### config.mk
export PLATFORM = sky130hd
export DESIGN_NAME = adc_capture
export DESIGN_NICKNAME = d
export VERILOG_FILES = /design/src/rtl/adc_capture.sv
export SDC_FILE = /design/constraint.sdc
export NUM_CORES = 1
export LEC_CHECK = 0
export ABC_AREA = 0
export CORE_ASPECT_RATIO = 1.5
export CORE_MARGIN = 2
export CORE_UTILIZATION = 49
export DETAILED_ROUTE_END_ITERATION = 16
export PLACE_DENSITY = 0.8
export REMOVE_ABC_BUFFERS = 1
export SETUP_SLACK_MARGIN = 0.02
export SLEW_MARGIN = 10
export SYNTH_ARGS = -nofsm -noshare
export SYNTH_HDL_FRONTEND = slang
export SYNTH_SLANG_ARGS = --single-unit
### constraint.sdc
create_clock -name clk -period 4.8 [get_ports clk]
set_input_delay 0.96 -clock clk [delete_from_list [all_inputs] [get_ports clk]]
set_output_delay 0.96 -clock clk [all_outputs]
set_load 0.03 [all_outputs]
### src/rtl/adc_capture.sv
// adc_capture: arms under the control state, waits for an optional rising
// level trigger, then stores eight 12-bit ADC samples (optionally decimated)
// into a register bank presented as eight parallel datapoint outputs.
module adc_capture #(
  parameter int DECIM = 1
) (
  input  logic        clk,
  input  logic        rst,
  input  logic [3:0]  controlstate,
  input  logic [11:0] adcIn,
  input  logic        adcValid,
  input  logic        trigEn,
  input  logic [11:0] trigLevel,
  output logic [11:0] capDP0,
  output logic [11:0] capDP1,
  output logic [11:0] capDP2,
  output logic [11:0] capDP3,
  output logic [11:0] capDP4,
  output logic [11:0] capDP5,
  output logic [11:0] capDP6,
  output logic [11:0] capDP7,
  output logic [3:0]  capCount,
  output logic        capBusy,
  output logic        capDone
);

  typedef enum logic [1:0] {
    IDLE  = 2'd0,
    ARMED = 2'd1,
    FILL  = 2'd2,
    DONE  = 2'd3
  } state_t;

  localparam logic [3:0] CS_ARM     = 4'h6;
  localparam logic [3:0] CS_RUN     = 4'h8;
  localparam logic [3:0] DECIM_LAST = 4'(DECIM - 1);

  state_t      state_q, state_d;
  logic [11:0] dp_q [8];
  logic [11:0] dp_d [8];
  logic [3:0]  count_q, count_d;
  logic [3:0]  decim_q, decim_d;
  logic [11:0] prev_sample_q, prev_sample_d;
  logic        prev_valid_q, prev_valid_d;
  logic        busy_q, busy_d;
  logic        done_q, done_d;
  logic        trig_fire;

  // Trigger fires immediately when untriggered, else on an upward crossing of the level
  always_comb begin
    trig_fire = !trigEn ||
                (prev_valid_q && (prev_sample_q < trigLevel) && (adcIn >= trigLevel));
  end

  // Next-state logic: ARM restarts everything, RUN advances only on valid samples, anything else holds
  always_comb begin
    state_d       = state_q;
    dp_d          = dp_q;
    count_d       = count_q;
    decim_d       = decim_q;
    prev_sample_d = prev_sample_q;
    prev_valid_d  = prev_valid_q;
    busy_d        = busy_q;
    done_d        = done_q;

    if (controlstate == CS_ARM) begin
      state_d      = ARMED;
      dp_d         = '{default: '0};
      count_d      = '0;
      decim_d      = '0;
      prev_valid_d = 1'b0;
      done_d       = 1'b0;
      busy_d       = 1'b1;
    end else if ((controlstate == CS_RUN) && adcValid) begin
      case (state_q)
        ARMED: begin
          prev_sample_d = adcIn;
          prev_valid_d  = 1'b1;
          if (trig_fire) begin
            dp_d[0] = adcIn;
            count_d = 4'd1;
            decim_d = '0;
            state_d = FILL;
          end
        end
        FILL: begin
          if (decim_q == DECIM_LAST) begin
            dp_d[count_q[2:0]] = adcIn;
            count_d            = count_q + 4'd1;
            decim_d            = '0;
            if (count_q == 4'd7) begin
              state_d = DONE;
              done_d  = 1'b1;
              busy_d  = 1'b0;
            end
          end else begin
            decim_d = decim_q + 4'd1;
          end
        end
        default: begin
        end
      endcase
    end
  end

  // State and capture registers with asynchronous clear
  always_ff @(posedge clk or posedge rst) begin
    if (rst) begin
      state_q       <= IDLE;
      dp_q          <= '{default: '0};
      count_q       <= '0;
      decim_q       <= '0;
      prev_sample_q <= '0;
      prev_valid_q  <= 1'b0;
      busy_q        <= 1'b0;
      done_q        <= 1'b0;
    end else begin
      state_q       <= state_d;
      dp_q          <= dp_d;
      count_q       <= count_d;
      decim_q       <= decim_d;
      prev_sample_q <= prev_sample_d;
      prev_valid_q  <= prev_valid_d;
      busy_q        <= busy_d;
      done_q        <= done_d;
    end
  end

  assign capDP0   = dp_q[0];
  assign capDP1   = dp_q[1];
  assign capDP2   = dp_q[2];
  assign capDP3   = dp_q[3];
  assign capDP4   = dp_q[4];
  assign capDP5   = dp_q[5];
  assign capDP6   = dp_q[6];
  assign capDP7   = dp_q[7];
  assign capCount = count_q;
  assign capBusy  = busy_q;
  assign capDone  = done_q;

endmodule

### Word level (Yosys, flattened, before mapping)

Cells that the tools add are included.

| storage, ports and cells | value |
|---|---|
| bits in registers | 121 |
| output and inout port bits | 102 |
| word-level logic and storage cells | 89 |

| operators by class | value |
|---|---|
| $add $sub $neg | 2 |
| $lt $le $gt $ge | 4 |
| eq/ne operators | 8 |
| mux-type cells | 38 |
| bitwise logic cells | 2 |
| reduce and logical (&&, ||, !) cells | 20 |

Operator list:

| kind | count |
|---|---|
| $mux 96 | 3 |
| $bwmux 96 | 1 |
| $mux 84 | 1 |
| $demux 12 s3 | 1 |
| $mux 4 | 8 |
| $mux 12 | 2 |
| $pmux 12 s2 | 1 |
| $pmux 4 s2 | 2 |
| $mux 1 | 13 |
| $ge 12x12->1 | 1 |
| $lt 12x12->1 | 1 |
| $mux 2 | 5 |
| $reduce_bool 2->1 | 5 |
| $ne 3x3->1 const B | 3 |
| $reduce_and 3->1 | 3 |
| $add 4x1->4 const B | 2 |
| $eq 4x3->1 const B | 2 |
| $reduce_and 4->1 | 2 |
| $reduce_and 5->1 | 1 |
| $eq 4x4->1 const B | 1 |
| $ge 4x4->1 const B | 1 |
| $logic_and 1x1->1 | 4 |
| $logic_not 4->1 | 1 |
| $lt 4x1->1 const B | 1 |
| 9 further kinds | 9 |

### Longest topological paths before layout

| depth | value |
|---|---|
| depth in word-level cells | 10 |
| depth in mapped cells | 11 |
| depth with buffers taken out | 9 |

### Worst setup path before layout

OpenSTA, ideal clock, no wires.

| timing | value |
|---|---|
| path type | in2reg |
| start point | input adcIn[0] |
| end point | register dp_q (netlist bit capDP0[0]) |
| library setup time | 0.122 ns |
| arrival | 3.091 ns |
| path slack | 1.587 ns |
| stages | 11 |
| path buffers | 2 |
| cells stage by stage | clkbuf_1 inv_1 ha_1 nand2b_1 a211oi_1 o21bai_1 a221oi_2 nor2_1 a211o_1 buf_6 a32o_1 |

| between the ends | value |
|---|---|
| word-level cells in the longest chain between the ends | 5 |

RTL lines:

| element | line | source |
|---|---|---|
| from (decl) | 10 | `input logic [11:0] adcIn,` |
| $ge 12x12->1 / $bwmux 96 (equally long branches) | 52, 88 |  |
| $logic_and 1x1->1 / $mux 96 (equally long branches) | 52, 87 |  |
| $logic_or 1x1->1 / $pmux 12 s2 (equally long branches) | 51, 75 |  |
| $ne 3x3->1 (no source line) / $mux 96 (equally long branches) | n/a |  |
| $reduce_and 4->1 (no source line) / $mux 96 (equally long branches) | n/a |  |
| to (signal assigned) | 119 | `dp_q <= dp_d;` |
| to (decl) | 39 | `logic [11:0] dp_q [8];` |

Several ways; a longest one is shown, not always the timed one. The select of a mux whose other input is x is not followed.
A chain may end at the register's enable or synchronous reset.

### Final worst setup path

| timing | value |
|---|---|
| start point | input adcIn[0] |
| end point | register dp_q (netlist bit capDP0[10]) |

| between the ends | value |
|---|---|
| word-level cells in the longest chain between the ends | 5 |

RTL lines:

| element | line | source |
|---|---|---|
| $ge 12x12->1 | 52 | `(prev_valid_q && (prev_sample_q < trigLevel) && (adcIn >= trigLevel));` |
| $logic_and 1x1->1 | 52 |  |
| $logic_or 1x1->1 | 51 | `trig_fire = !trigEn \|\|` |
| $ne 3x3->1 (no source line) | n/a |  |
| $reduce_and 4->1 (no source line) | n/a |  |

No other way between the ends.

==> metrics.md <==
| Metric | Value |
|---|---|
| Worst slack, placed | 0.762 ns |
| Initial antenna violation count | 0 |
| Critical Path Slowest Stage Cell | clkdlybuf4s50_1 |
| Core Rows | 46 |
| Top-area cell type share of the netlist area | 57.3% |
| First-pass GRT wire length | 24.2 mm |
| Max-slew violation count | 0 |
| CTS tree | done |
| Final setup fails | 0 |
| Outcome | completed |
| Number of synthesized flops with an enable pin | 0 |
| Post CTS Setup Buffer Count | 0 |
| Crit end category | flip-flop |
| Slew @ Worst Pin | 0.895 ns |
| Total grt overflow | 0 |
| Synth top area cells | dfrtp_1 57%, a22o_1 14%, ha_1 6.2%, mux2_2 2.3%, a32o_1 2.3% |
| Pwr dens | 402 nW/um^2 |
| Fmax | 276 MHz |
| Number of global-route vias before repair | 4433 |
| Clock Sinks | 121 |
| Post-route insts no fill | 718 |
| Via count | 4334 |
| Drt first pass iters | 5 |
| HPWL Detailed | 10.8 mm |
| Nets@finish | 619 |
| Area grow syn2layout | 40.3% |
| Most frequent cell after synthesis | dfrtp_1 |
| IO Port Bufs | 133 |
| Crit Path Max Fanout | 12 |
| Ports | 134 |
| Post-Synthesis Cells | 430 |
| Antenna diodes | 0 |
| Synth cell count leaders | 121 x dfrtp_1, 85 x a22o_1, 26 x ha_1 |
| Synth async-reset ratio | 100% |
| RSZ-0062 raised after global routing | no |
| Synth Register Bits | 121 |
| Synth area leader | dfrtp_1 |
| Slowest stage delay, CP | 0.77 ns |
| Root Buffer | clkbuf_16 |
| Hold Path Class | reg2reg |
| Worst EP required | 5.11 ns |
| Fillers | 708 |
| GP Congestion | 0.853 |
| Leakage | 3.42 nW |
| Clock transition at path regs | 0.06 ns |
| Placed cells | 686 |
| Largest net degree at the start of global routing | 65 |
| Core region area | 10500 sq um |
| Prevailing post-synth register cell | dfrtp_1 |
| Sequential element share of the synthesized area | 57.3% |
| Die width | 88.8 um |
| Mapped Area | 5290 sq um |
| Max IR drop VDD | 0.296 mV |
| Starting Density | 50.2% |
| WP data arrival | 3.93 ns |
| DRC Markers | 0 |
| Cts repair resizes | 0 |
| Drt total wl | 15.4 mm |
| Crit path max-delay family | compound AO/OA/AOI/OAI gates |
| Die height | 131 um |
| Setup TNS | 0 ns |
| Hold Vio Cnt, Final | 0 |
| Post-synthesis cell type count | 44 |
| Final period util | 75.6% |
| Syn. warnings | 0 |
| CP Cell Sequence | clkdlybuf4s50_1, inv_1, ha_1, nand2b_1, a211oi_1, o21bai_1, a221oi_2, nor2_1, a211o_1, a32o_1 |
| Wire per inst | 21.5 um |
| Share of layout cells above drive strength 1 | 11.1% |
| Vias per std cell | 6.04 |
| CP Launch Type | primary input |
| Tmin final | 3.63 ns |
| WP buf/inv | 2 |
| Max-slew headroom | 40.0% |
| Worst Setup Path Type | in2reg |
| ANT nets after route | 0 |
| CTS buffer count | 17 |
| All-Layer GR Usage | 27.8% |
| Clk_lat worst skew | 0.42 ns |
| Worst setup margin | 1.17 ns |
| Clk buf depth | 2 |
| Syn_area_per_cell | 12.3 sq um |
| End-of-flow core utilization | 70.4% |
| Final Skew | 0.0101 ns |
| MaxCap Viol Count | 0 |
| H-tree levels | 4 |
| Hold_buf cts | 0 |
| First DRT Iteration DRCs | 405 |
| Die area | 11600 sq um |
-- power breakdown --
group | switching [mW] | total, mW | internal [mW]
Sequential | 0.0587 | 1.15 | 1.09
Combinational | 0.243 | 0.415 | 0.173
Clock | 0.478 | 1.42 | 0.937
-- cells in the final DEF (no fill, tap or decap), types with 12 or more instances in the layout --
| master | count |
|---|---|
| nor2_1 | 12 |
| clkbuf_16 | 17 |
| a22o_1 | 85 |
| ha_1 | 26 |
| nand2_1 | 15 |
| a32o_1 | 12 |
| clkdlybuf4s50_1 | 133 |
| dfrtp_1 | 121 |
| buf_4 | 14 |
| o21ai_0 | 12 |
| inv_1 | 19 |
-- path summary, 6_finish.rpt --
kind | startpoint | end | slack (ns) | cells past startpoint
worst max register to register | decim_q[0] | capDP0[10] | 2.01 | 10
worst min-delay path | capDP0[3] | capDP0[3] | 0.49 | 1
worst min register to register | capDP0[3] | capDP0[3] | 0.49 | 1
worst max-delay path | adcIn[0] | capDP0[10] | 1.17 | 10
max in group asynchronous | rst | capDP0[8] | 2.83 | 3
min in group asynchronous | rst | capDP4[9] | 1.06 | 2
-- cell families (layout without fill, tap and decap cells) --
| logic type | after synthesis | after routing | synth area share [%] |
|---|---|---|---|
| adder cells (fa/ha/maj) | 26 | 26 | 6.16 |
| multiplexers | 12 | 12 | 2.53 |
| buffers and inverters | 55 | 199 | 4.36 |
| AND/OR/NAND/NOR | 71 | 71 | 7.15 |
| AO/OA/AOI/OAI | 145 | 145 | 22.5 |
| flip-flops | 121 | 121 | 57.3 |
-- through the flow --
stage               cell area [sq um]  hold slack, ns  power [mW]
global route                     7410           0.522        3.08
finish                           7410           0.494        2.98
global placement                 6760           0.463        1.56
floorplan                        5130           0.451        1.40
detailed placement               6760           0.480        1.57
CTS                              7410           0.493        2.98
-- cell type report --
class | instances | area, sq um | share of cell area (%)
Sequential cell | 121 | 3030 | 40.8
Multi-Input combinational cell | 254 | 2030 | 27.4
Timing Repair Buffer | 147 | 1440 | 19.4
Clock buffer | 18 | 439 | 5.92
Clock inverter | 14 | 219 | 2.95
Tap cell | 144 | 180 | 2.43
Inverter | 20 | 77.6 | 1.05
-- sequential cells by signal, summed over array words and instances (netlist names) --
register / flops
prev_sample_q: 12
capDP6: 12
capDP1: 12
capDP0: 12
prev_valid_q: 1
capCount: 4
capBusy: 1
capDP5: 12
state_q: 2
capDP3: 12
capDone: 1
decim_q: 4
capDP7: 12
capDP2: 12
capDP4: 12
-- layer usage --
layer / routed length, um / part of all wire [%] / track usage, %
met3: 907 / 5.9 / 6.16
met1: 5820 / 38 / 34.9
met4: 561 / 3.6 / 12.5
met2: 8150 / 53 / 44.9
met5: 0 / 0 / 0
Power figures use the tool's default switching activity.
